**src/rtl/hs_dac_tx_if.sv**
```systemverilog
// hs_dac_tx_if: sample-pair handshake between the fabric and hs_dac_tx.
//   din        16-bit packed pair, din[15:8] sent first
//   din_valid  din is valid this cycle (driven by master)
//   din_ready  slave accepts din this cycle (driven by slave)
interface hs_dac_tx_if;
    logic [15:0] din;
    logic        din_valid;
    logic        din_ready;

    modport master (output din, output din_valid, input din_ready);
    modport slave  (input din, input din_valid, output din_ready);
endinterface

```
**src/rtl/hs_dac_tx.sv**
```systemverilog
// hs_dac_tx: buffers 16-bit sample pairs in a FIFO and serialises them onto an
// 8-bit DAC bus, one byte per sys_clk, upper byte first. Handles enable/sleep,
// prefill before streaming and sticky underflow with automatic re-priming.
// Ports:
//   sys_clk, sys_rst  clock and synchronous active-high reset
//   enable            1 = stream, 0 = stop and sleep
//   s_in              din/din_valid/din_ready handshake (slave side)
//   underflow_clr     pulse clearing the underflow flag
//   dac_data          registered DAC sample
//   dac_sleep         registered DAC power-down
//   underflow         sticky underflow flag
//   running           high while streaming
//   fifo_level        FIFO occupancy in words
module hs_dac_tx #(
    parameter int unsigned FIFO_DEPTH = 16,
    parameter int unsigned PREFILL    = 4,
    parameter logic [7:0]  IDLE_CODE  = 8'h80,
    localparam int unsigned AW        = $clog2(FIFO_DEPTH),
    localparam int unsigned LW        = $clog2(FIFO_DEPTH) + 1
) (
    input  logic          sys_clk,
    input  logic          sys_rst,
    input  logic          enable,
    hs_dac_tx_if.slave    s_in,
    input  logic          underflow_clr,
    output logic [7:0]    dac_data,
    output logic          dac_sleep,
    output logic          underflow,
    output logic          running,
    output logic [LW-1:0] fifo_level
);
    localparam logic [1:0] ST_IDLE    = 2'd0;
    localparam logic [1:0] ST_PREFILL = 2'd1;
    localparam logic [1:0] ST_RUN     = 2'd2;

    logic [1:0]    state_q, state_d;
    logic          phase_q, phase_d;
    logic [7:0]    held_q, held_d;
    logic [7:0]    dac_q, dac_d;
    logic          sleep_q, sleep_d;
    logic          underflow_q, underflow_d;
    logic [AW-1:0] wr_ptr_q, wr_ptr_d;
    logic [AW-1:0] rd_ptr_q, rd_ptr_d;
    logic [LW-1:0] level_q, level_d;
    logic [15:0]   mem_q [FIFO_DEPTH];

    logic          wr_en;
    logic          pop;
    logic          uf_set;
    logic [15:0]   rd_word;

    assign s_in.din_ready = (state_q != ST_IDLE) && (level_q != LW'(FIFO_DEPTH));
    assign wr_en          = s_in.din_valid && s_in.din_ready;
    assign rd_word        = mem_q[rd_ptr_q];

    always_comb begin
        state_d = state_q;
        phase_d = phase_q;
        held_d  = held_q;
        dac_d   = dac_q;
        pop     = 1'b0;
        uf_set  = 1'b0;

        case (state_q)
            ST_IDLE: begin
                dac_d   = IDLE_CODE;
                phase_d = 1'b0;
                if (enable) state_d = ST_PREFILL;
            end
            ST_PREFILL: begin
                dac_d   = IDLE_CODE;
                phase_d = 1'b0;
                if (!enable)                      state_d = ST_IDLE;
                else if (level_q >= LW'(PREFILL)) state_d = ST_RUN;
            end
            ST_RUN: begin
                if (phase_q) begin
                    // Lower byte always goes out, even if enable just fell.
                    dac_d   = held_q;
                    phase_d = 1'b0;
                end else if (!enable) begin
                    state_d = ST_IDLE;
                    dac_d   = IDLE_CODE;
                end else if (level_q == '0) begin
                    state_d = ST_PREFILL;
                    dac_d   = IDLE_CODE;
                    uf_set  = 1'b1;
                end else begin
                    pop     = 1'b1;
                    dac_d   = rd_word[15:8];
                    held_d  = rd_word[7:0];
                    phase_d = 1'b1;
                end
            end
            default: begin
                state_d = ST_IDLE;
                dac_d   = IDLE_CODE;
                phase_d = 1'b0;
            end
        endcase

        // FIFO is held flushed whenever the next state is IDLE.
        if (state_d == ST_IDLE) begin
            wr_ptr_d = '0;
            rd_ptr_d = '0;
            level_d  = '0;
        end else begin
            wr_ptr_d = wr_en ? wr_ptr_q + 1'b1 : wr_ptr_q;
            rd_ptr_d = pop   ? rd_ptr_q + 1'b1 : rd_ptr_q;
            case ({wr_en, pop})
                2'b10:   level_d = level_q + 1'b1;
                2'b01:   level_d = level_q - 1'b1;
                default: level_d = level_q;
            endcase
        end

        sleep_d     = (state_d == ST_IDLE);
        underflow_d = uf_set || (underflow_q && !underflow_clr);
    end

    always_ff @(posedge sys_clk) begin
        if (sys_rst) begin
            state_q     <= ST_IDLE;
            phase_q     <= 1'b0;
            held_q      <= '0;
            dac_q       <= IDLE_CODE;
            sleep_q     <= 1'b1;
            underflow_q <= 1'b0;
            wr_ptr_q    <= '0;
            rd_ptr_q    <= '0;
            level_q     <= '0;
        end else begin
            state_q     <= state_d;
            phase_q     <= phase_d;
            held_q      <= held_d;
            dac_q       <= dac_d;
            sleep_q     <= sleep_d;
            underflow_q <= underflow_d;
            wr_ptr_q    <= wr_ptr_d;
            rd_ptr_q    <= rd_ptr_d;
            level_q     <= level_d;
        end
    end

    always_ff @(posedge sys_clk) begin
        if (wr_en) mem_q[wr_ptr_q] <= s_in.din;
    end

    assign dac_data   = dac_q;
    assign dac_sleep  = sleep_q;
    assign underflow  = underflow_q;
    assign running    = (state_q == ST_RUN);
    assign fifo_level = level_q;
endmodule
```
**src/flat_wrapper.sv**
```systemverilog
// flat-port wrapper written by rule: the top's interface ports become plain ports
module hs_dac_tx_flat 
#(
    parameter int unsigned FIFO_DEPTH = 16,
    parameter int unsigned PREFILL    = 4,
    parameter logic [7:0]  IDLE_CODE  = 8'h80,
    localparam int unsigned AW        = $clog2(FIFO_DEPTH),
    localparam int unsigned LW        = $clog2(FIFO_DEPTH) + 1
)
  (sys_clk, sys_rst, enable, underflow_clr, dac_data, dac_sleep, underflow, running, fifo_level, s_in_din, s_in_din_valid, s_in_din_ready);
  hs_dac_tx_if s_in_i ();
  input  logic sys_clk;
  input  logic sys_rst;
  input  logic enable;
  input  logic underflow_clr;
  output logic [7:0] dac_data;
  output logic dac_sleep;
  output logic underflow;
  output logic running;
  output logic [LW-1:0] fifo_level;
  input wire logic [$bits(s_in_i.din)-1:0] s_in_din;
  input wire logic [$bits(s_in_i.din_valid)-1:0] s_in_din_valid;
  output wire logic [$bits(s_in_i.din_ready)-1:0] s_in_din_ready;
  assign s_in_i.din = s_in_din;
  assign s_in_i.din_valid = s_in_din_valid;
  assign s_in_din_ready = s_in_i.din_ready;
  hs_dac_tx #(.FIFO_DEPTH(FIFO_DEPTH), .PREFILL(PREFILL), .IDLE_CODE(IDLE_CODE)) u_core (.sys_clk(sys_clk), .sys_rst(sys_rst), .enable(enable), .s_in(s_in_i), .underflow_clr(underflow_clr), .dac_data(dac_data), .dac_sleep(dac_sleep), .underflow(underflow), .running(running), .fifo_level(fifo_level));
endmodule
```
**config.mk**
```make
export PLATFORM = sky130hd
export DESIGN_NAME = hs_dac_tx_flat
export DESIGN_NICKNAME = d
export VERILOG_FILES = /design/src/rtl/hs_dac_tx_if.sv /design/src/rtl/hs_dac_tx.sv /design/src/flat_wrapper.sv
export SDC_FILE = /design/constraint.sdc
export NUM_CORES = 1
export LEC_CHECK = 0
export ABC_AREA = 1
export BUFFER_PORTS_ARGS = -buffer_cell sky130_fd_sc_hd__clkbuf_2
export CAP_MARGIN = 20
export CORE_ASPECT_RATIO = 1.1
export CORE_UTILIZATION = 64
export CTS_CLUSTER_DIAMETER = 40
export DETAILED_ROUTE_END_ITERATION = 7
export PLACE_DENSITY = 0.82
export SLEW_MARGIN = 20
export SYNTH_ARGS = -nofsm -noshare
export SYNTH_HDL_FRONTEND = slang
export SYNTH_SLANG_ARGS = --single-unit
export TNS_END_PERCENT = 100
```
**constraint.sdc**
```tcl
create_clock -name sys_clk -period 3.9 [get_ports sys_clk]
set_input_delay 0.195 -clock sys_clk [delete_from_list [all_inputs] [get_ports sys_clk]]
set_output_delay 0.195 -clock sys_clk [all_outputs]
set_load 0.02 [all_outputs]
```
After elaboration in Yosys (flattened, before gate mapping)
Memories as Yosys holds them, arrays and structs flattened. A register that Yosys moved wholly into a read port is not among the register bits.
Index checks and enable logic that the tools add are counted.

word-level totals
  memory bits (writable) = 256
  word-level logic and storage cells = 59
  output and inout bits = 17
  memories kept = 1
  input bits = 21
  register bits after elaboration = 34

cells by class
  add/sub/neg operators = 4
  reduce and logical (&&, ||, !) cells = 13
  $lt $le $gt $ge = 1
  bitwise gates (word level) = 3
  multiplexer cells = 23
  equal/unequal tests = 5

memory list
  memory        depth  bits a word  rd ports  clocked after Yosys merged registers in  wr ports  RTL line         text
  u_core.mem_q  16     16           1         1                                        1         hs_dac_tx.sv:45  logic [15:0] mem_q [FIFO_DEPTH];

operator list
  cell                                                                    count
  8-bit two-way mux                                                       3
  2-bit two-way mux                                                       6
  1-bit two-way mux                                                       10
  5-bit case mux with 2 select lines                                      1
  4-bit by 1-bit adder with 4-bit output (second input constant)          2
  4-bit two-way mux                                                       2
  2-bit case mux with 3 select lines                                      1
  5-bit by 1-bit adder with 5-bit output (second input constant)          1
  5-bit by 3-bit >= comparator with 1-bit output (second input constant)  1
  5-bit logical NOT                                                       1
  5-bit != test (second input constant)                                   1
  5-bit by 1-bit subtractor with 5-bit output (second input constant)     1
  2-bit by 1-bit equality test with 1-bit output (second input constant)  2
  2-bit equality test (second input constant)                             2
  2-bit logical NOT                                                       2
  4-bit AND reduction                                                     1
  2-bit nonzero test                                                      2
  2-bit OR reduction                                                      2
  1-bit logical AND                                                       3
  1-bit inverter                                                          3
  1-bit logical NOT                                                       1
  1-bit logical OR                                                        1

Logic depth before layout (Yosys ltp)
Gate-level depths: netlist of run 1.

  depth in word-level cells = 8
  mapped depth = 17
  depth with buffers taken out = 16

Worst setup path before layout of run 1
No wires, ideal clock.

  path type = register to register
  start point = register u_core.level_q[2], in the netlist u_core.fifo_level[2]
  end point = memory u_core.mem_q[11][0], enable pin
  buffers on the path = 0
  clock period less this slack = 2.213 ns
  stages on the path, launching flop included = 7
  data arrival time = 1.825 ns
  slack = 1.687 ns
  required time = 3.512 ns
  cell sequence = dfxtp_1 -> nor2_2 -> nand3_1 -> nand3_2 -> inv_2 -> nand3_1 -> nor2_1

on the way
  cells in the longest elaborated chain, start to end = 5

RTL lines
  element                                  RTL line          text
  from (decl)                              hs_dac_tx.sv:44   logic [LW-1:0] level_q, level_d;
  from (signal assigned)                   hs_dac_tx.sv:141  level_q <= level_d;
  5-bit != test                            hs_dac_tx.sv:52   assign s_in.din_ready = (state_q != ST_IDLE) && (level_q != LW'(FIFO_DEPTH));
  1-bit logical AND                        hs_dac_tx.sv:52
  1-bit logical AND                        hs_dac_tx.sv:53   assign wr_en = s_in.din_valid && s_in.din_ready;
  1-bit two-way mux                        hs_dac_tx.sv:146  if (wr_en) mem_q[wr_ptr_q] <= s_in.din;
  1-bit two-way mux (not written as such)  hs_dac_tx.sv:146
  to (decl)                                hs_dac_tx.sv:45

No other way between the ends.

Final worst setup path of run 1
  start point = register u_core.level_q[2], in the netlist u_core.fifo_level[2]
  end point = register u_core.level_q[2], in the netlist u_core.fifo_level[2]

on the way
  cells in the longest elaborated chain, start to end = 7

RTL lines
  element
  parallel branches: the longest is 7 deep, another holds 5-bit by 3-bit >= comparator with 1-bit output

Several ways; the timed one is not identified.
A chain may end at the register's enable or synchronous reset.

==> impl_metrics.py, run 1 <==
metrics = {
    "clock_network": {
        "clk_transition_reported_paths_ns": 0.06,
        "cts_sinks": 294,
        "clk_latency_ns": 0.54,
        "ctsResizeCount": 0,
        "cts_buffer_depth": 3,
        "post-cts-setup-buffers": 0,
        "cts_buffers": 30,
        "cts-root-buf": "clkbuf_16",
        "htree_levels": 1,
        "cts_tree": "yes",
    },
    "global_routing": {
        "grt_pass1_wl_um": 41810,
        "grt-ovfl-total": 0,
        "grt_max_degree": 129,
        "grtUsageTotal": 0.3057,
        "grt_pass1_vias": 7453,
        "antenna_found_initial": 0,
    },
    "power": {
        "p_sw_mw": 1.235,
        "p_total_mw": 6.332,
        "p_sw_frac": 0.1950,
        "power_density_mw_per_mm2": 481.1,
        "p_int_mw": 5.097,
        "leakagePower_nw": 4.460,
        "clockPowerShare": 0.444,
        "p_seq_frac": 0.541,
        "ir_drop_mv": 0.5289,
        "pwr-share-comb": 0.015,
    },
    "floorplanning": {
        "io_pins": 38,
        "initial_core_util": 0.6580,
        "fp-row-count": 51,
        "die_h_um": 143.9,
        "die-area_mm2": 0.01885,
        "coreArea_mm2": 0.01780,
        "fp.dieW_um": 131,
    },
    "synth": {
        "synth_top_cell_area_share": 0.6562,
        "yosysUniqueCellTypes": 32,
        "synth_cells": 929,
        "syn_area_per_cell_um2": 12.61,
        "synth_top_area_cell": "edfxtp_1",
        "syn-num-nets": 958,
        "yosysMostFrequentCell": "edfxtp_1",
        "ys_seq_elements": 294,
        "netlist_area_mm2": 0.01171,
        "synth.area.top_cells": "edfxtp_1 66%, dfxtp_1 6.5%, nor2_1 6.0%",
        "seq_area_frac_synth": 0.7211,
        "yosys_warnings": 0,
        "async_flop_share": 0,
        "synth_common_cells": "256 x edfxtp_1, 188 x nor2_1, 78 x o21ai_0",
        "synth_flop_cell": "edfxtp_1",
        "synth_edf_count": 256,
    },
    "sta": {
        "fin_setup_tns_ns": 0,
        "drv_slew": 0,
        "timing.hold.ws_ns": 0.05965,
        "final.min_clock_period_ns": 2.515,
        "finClkSkew_ns": 0.01072,
        "rsz0062_at_grt": "false",
        "setup_violations": 0,
        "max_freq_mhz": 397.6,
        "tightest_slew_ns": 0.8656,
        "relSlewSlack": 0.4208,
        "post-route-period-util": 0.6449,
        "hold_viol_final": 0,
        "worst_slack_ns": 1.385,
    },
    "detailed_routing": {
        "vias": 7745,
        "wire_per_inst_um": 22.38,
        "finalWirelength_um": 27550,
        "dr.first_iter.drc_count": 1127,
        "post_drt_via_cell_ratio": 6.292,
        "drt_pass1_iterations": 5,
        "ant_nets": 0,
        "drc": 0,
    },
    "cells_and_area": {
        "drive_gt1_frac": 0.1430,
        "stdcell_count": 1231,
        "antenna_cells": 0,
        "fin_nets": 999,
        "syn_to_final_growth_pct": 12.36,
        "finalInstanceArea_mm2": 0.01316,
        "utilization": 0.7393,
        "fill_cells": 1081,
    },
    "placement": {
        "hpwl_um": 14600,
        "dp.cells": 1174,
        "port_buffers": 37,
        "place.gp.congestion": 0.7943,
        "post_dp_cell_area_mm2": 0.01215,
        "place_worst_setup_slack_ns": 1.448,
    },
    "worst_hold_path": {
        "hp-class": "input pin to flip-flop",
    },
    "worst_setup_path": {
        "crit_path_start_kind": "flip-flop",
        "crit_fanout": 23,
        "crit_arrival_ns": 2.95,
        "crit_required_ns": 4.34,
        "path_class": "flip-flop to flip-flop",
        "worstSetupEndpointType": "flip-flop",
    },
    "flow_run": {
        "cap_violations": 0,
    },
    "status": {
        "status": "finished, final reports clean",
    },
}
## placed cells by master, fill, tap and decap left out, types with 3 or more instances in the layout
master / instances
o211ai_1: 39
xor2_1: 6
nand3_2: 3
o21ai_0: 78
clkinv_4: 4
clkbuf_16: 31
clkbuf_1: 6
mux2i_1: 17
clkinv_2: 4
o22ai_1: 3
o221ai_1: 16
buf_4: 22
dfxtp_1: 35
inv_2: 4
nor2_1: 172
nor2_2: 17
clkbuf_2: 37
inv_1: 32
a21oi_2: 3
a21oi_1: 7
nand4_1: 4
clkbuf_8: 3
o21ai_1: 42
nand2_1: 68
nand3_1: 36
o32ai_1: 17
ha_1: 8
edfxtp_1: 256
## logic make-up after synthesis
| family | Yosys count | share of synthesized area |
|---|---|---|
| AO/OA/AOI/OAI | 206 | 0.1084 |
| XOR/XNOR | 8 | 0.005981 |
| adder cells (fa/ha/maj) | 8 | 0.008545 |
| buffers and inverters | 91 | 0.03631 |
| flip-flops | 294 | 0.7211 |
| multiplexers | 17 | 0.01452 |
| AND/OR/NAND/NOR | 305 | 0.1051 |
## metal layers
| layer | up-vias | part of all wire | track usage |
|---|---|---|---|
| li1 | 3469 | - | - |
| met1 | 3768 | 0.37 | 0.3964 |
| met2 | 429 | 0.50 | 0.4985 |
| met3 | 79 | 0.089 | 0.05808 |
| met4 | 0 | 0.039 | 0.1464 |
| met5 | - | 0 | 0 |
## layout make-up
| cell class | instances | area [um^2] | area share |
|---|---|---|---|
| clock inverters | 15 | 152.6 | 0.01160 |
| clock buffers | 40 | 839.6 | 0.06378 |
| inverters | 38 | 143.9 | 0.01093 |
| well taps | 238 | 297.8 | 0.02262 |
| flip-flops and latches | 294 | 8457 | 0.6425 |
| multi-input cells | 544 | 2882 | 0.2189 |
| repair buffers | 62 | 390.4 | 0.02966 |
## what timing repair did
item | CTS | global route
endpoints found under the setup margin | 0 | 0
hold buffers | 2 | 0
endpoints found under the hold margin | 3 | 0
## registers in the layout, summed over array words and instances (netlist names), named ones only
register	flops
u_core.phase_q	1
u_core.state_q	2
u_core.dac_sleep	1
u_core.held_q	8
u_core.fifo_level	5
u_core.wr_ptr_q	4
u_core.mem_q	256
u_core.rd_ptr_q	4
u_core.dac_data	8
u_core.underflow	1
## path summary, 6_finish.rpt
kind                        startpoint              endpoint  slack, ns  cells after the start
setup / recovery  u_core.fifo_level[2]  u_core.fifo_level[2]       1.39                     13
hold reg to reg       u_core.held_q[7]    u_core.dac_data[7]       0.50                      2
hold / removal            s_in_din[14]  u_core.mem_q[12][14]       0.06                      1
setup reg to reg  u_core.fifo_level[2]  u_core.fifo_level[2]       1.39                     13
## worst max-delay path, cell delays in order (launching register included)
cell and delay (ns):
dfxtp_1 0.44, nor2_2 0.09, nand3_2 0.12, nand2_2 0.09, inv_2 0.41, ha_1 0.37, xor2_1 0.22, ha_1 0.18
inv_1 0.04, nand2_1 0.09, xor2_1 0.15, nand2_1 0.06, o211ai_1 0.09, inv_1 0.05
## power by group through the flow
stage	Clock [mW]	Combinational, mW	Sequential (mW)
2_1_floorplan	0	0.0317	3.50
3_3_place_gp	0	0.0871	3.49
3_5_place_dp	0	0.0901	3.49
4_1_cts	2.83	0.0919	3.43
5_1_grt	2.97	0.101	3.42
6_report	2.81	0.0928	3.43
Note: power is estimated with default switching activity, not from simulation.
==> run 2, diff against run 1 <==
- CORE_UTILIZATION: 64 -> 61
- PLACE_DENSITY: 0.82 -> 0.78
- clock period: 3.9 -> 2.5 ns (I/O delays scaled with it)
==> impl_metrics.py, run 2 (synthesis gave the netlist of run 1 again) <==
metrics = {
    "status": {
        "status": "finished, final reports clean",
    },
    "floorplanning": {
        "die_h_um": 147.3,
        "io_pins": 38,
        "coreArea_mm2": 0.01861,
        "die-area_mm2": 0.01976,
        "initial_core_util": 0.6296,
        "fp.dieW_um": 134.1,
        "fp-row-count": 52,
    },
    "detailed_routing": {
        "wire_per_inst_um": 21.30,
        "met1Wirelength_um": 10810,
        "wl_met2_um": 12900,
        "top_layer_used": "met4",
        "drt_pass1_iterations": 5,
        "finalWirelength_um": 26780,
        "ant_nets": 0,
        "post_drt_via_cell_ratio": 6.097,
        "dr.first_iter.drc_count": 892,
        "drc": 0,
        "vias": 7664,
        "wl_met3_um": 2139,
    },
    "worst_setup_path": {
        "timing.rr.start": "u_core.fifo_level[2]",
        "worstReg2RegEnd": "u_core.fifo_level[2]",
        "crit_path_start_kind": "flip-flop",
        "crit_fanout": 7,
        "worstSetupEndpointType": "flip-flop",
        "r2r_setup_slack_ns": 0.29,
        "rr_worst_depth": 12,
        "crit_arrival_ns": 2.60,
        "crit_required_ns": 2.88,
        "path_class": "flip-flop to flip-flop",
    },
    "clock_network": {
        "cts_buffer_depth": 3,
        "cts_tree": "yes",
        "clk_latency_ns": 0.50,
        "htree_levels": 2,
        "cts_sinks": 294,
        "clk_transition_reported_paths_ns": 0.06,
        "cts-root-buf": "clkbuf_16",
        "cts_buffers": 34,
    },
    "sta": {
        "final.min_clock_period_ns": 2.213,
        "fin_setup_tns_ns": 0,
        "timing.hold.ws_ns": 0.06047,
        "tightest_slew_ns": 0.7951,
        "hold_viol_final": 0,
        "drv_slew": 0,
        "max_freq_mhz": 451.8,
        "finClkSkew_ns": 0.01033,
        "rsz0062_at_grt": "false",
        "setup_violations": 0,
        "post-route-period-util": 0.8854,
        "worst_slack_ns": 0.2866,
        "relSlewSlack": 0.4693,
    },
    "placement": {
        "place.gp.congestion": 0.8300,
        "place_worst_setup_slack_ns": 0.3307,
        "port_buffers": 37,
        "hpwl_um": 15850,
        "dp.cells": 1193,
    },
    "power": {
        "p_total_mw": 10.28,
        "ir_drop_mv": 0.6523,
        "power_density_mw_per_mm2": 764.0,
        "leakagePower_nw": 4.608,
    },
    "worst_hold_path": {
        "min_from": "s_in_din[12]",
        "hold_path_end": "u_core.mem_q[11][12]",
        "hp-class": "input pin to flip-flop",
        "worstHoldPathCells": 1,
    },
    "cells_and_area": {
        "most-common-layout-cells": "256 x edfxtp_1, 172 x nor2_1, 78 x o21ai_0, 68 x nand2_1, 42 x o21ai_1",
        "largest_reg_flops": 256,
        "drive_gt1_frac": 0.1588,
        "stdcell_count": 1257,
        "max_flop_register": "u_core.mem_q",
        "fill_cells": 1217,
        "fin_nets": 1017,
        "syn_to_final_growth_pct": 14.80,
        "final_common_cell": "edfxtp_1",
        "antenna_cells": 0,
    },
    "global_routing": {
        "grtUsageTotal": 0.2840,
        "antenna_found_initial": 0,
        "grt_pass1_wl_um": 41950,
        "grt_max_degree": 129,
        "grt_pass1_vias": 7578,
        "grt-ovfl-total": 0,
    },
    "flow_run": {
        "cap_violations": 0,
    },
}
## run 2: critical path, stage by stage, from the launching register on
cell and delay, ns:
dfxtp_1 0.47, nor2_2 0.10, nand3_1 0.13, nand3_2 0.18
ha_1 0.35, xor2_1 0.21, ha_1 0.17, inv_1 0.04
nand2_1 0.09, xor2_1 0.16, nand2_1 0.07, o211ai_1 0.09
inv_1 0.05
## run 2: worst max path at each step
stage	from	endpoint	slack, ns
6_report	u_core.fifo_level[2]	u_core.fifo_level[2]	0.29
4_1_cts	u_core.fifo_level[2]	u_core.fifo_level[3]	0.27
3_3_place_gp	u_core.fifo_level[2]	u_core.fifo_level[4]	0.41
3_5_place_dp	u_core.fifo_level[2]	u_core.fifo_level[3]	0.33
5_1_grt	u_core.fifo_level[2]	u_core.fifo_level[2]	0.05
2_1_floorplan	u_core.fifo_level[2]	u_core.mem_q[11][0]	0.29
## run 2: routing by layer
metal / global-route usage / vias up
met3: 0.04589 / 69
met5: 0 / -
met2: 0.4474 / 348
met1: 0.3973 / 3743
li1: - / 3504
met4: 0.1191 / 0
## run 2: repair_timing
action,in CTS,in global routing
endpoints found under the hold margin,3,0
endpoints found under the setup margin,0,1
resized for setup,0,1
buffers inserted,0,0
hold buffers,2,0
## run 2: stage by stage
step	util	instance area, um^2
3_5_place_dp	0.6616	12310
5_1_grt	0.7228	13450
6_report	0.7228	13450
4_1_cts	0.7224	13440
2_1_floorplan	-	11720
3_3_place_gp	0.6616	12310
## run 2: power by group
group | leakage (nW) | total (mW) | switching [mW] | internal [mW]
logic | 1.46 | 0.151 | 0.117 | 0.0340
clock network | 0.539 | 4.78 | 1.86 | 2.92
registers | 2.61 | 5.34 | 0.00537 | 5.34
total | 4.61 | 10.3 | 1.98 | 8.30
## run 2: layout make-up
class | count | area, um^2 | area share
clock buffers | 49 | 1011 | 0.07517
multi-input cells | 544 | 2889 | 0.2148
inverters | 38 | 143.9 | 0.01070
well taps | 243 | 304.0 | 0.02261
repair buffers | 76 | 545.5 | 0.04056
flip-flops and latches | 294 | 8457 | 0.6288
clock inverters | 13 | 98.84 | 0.007350
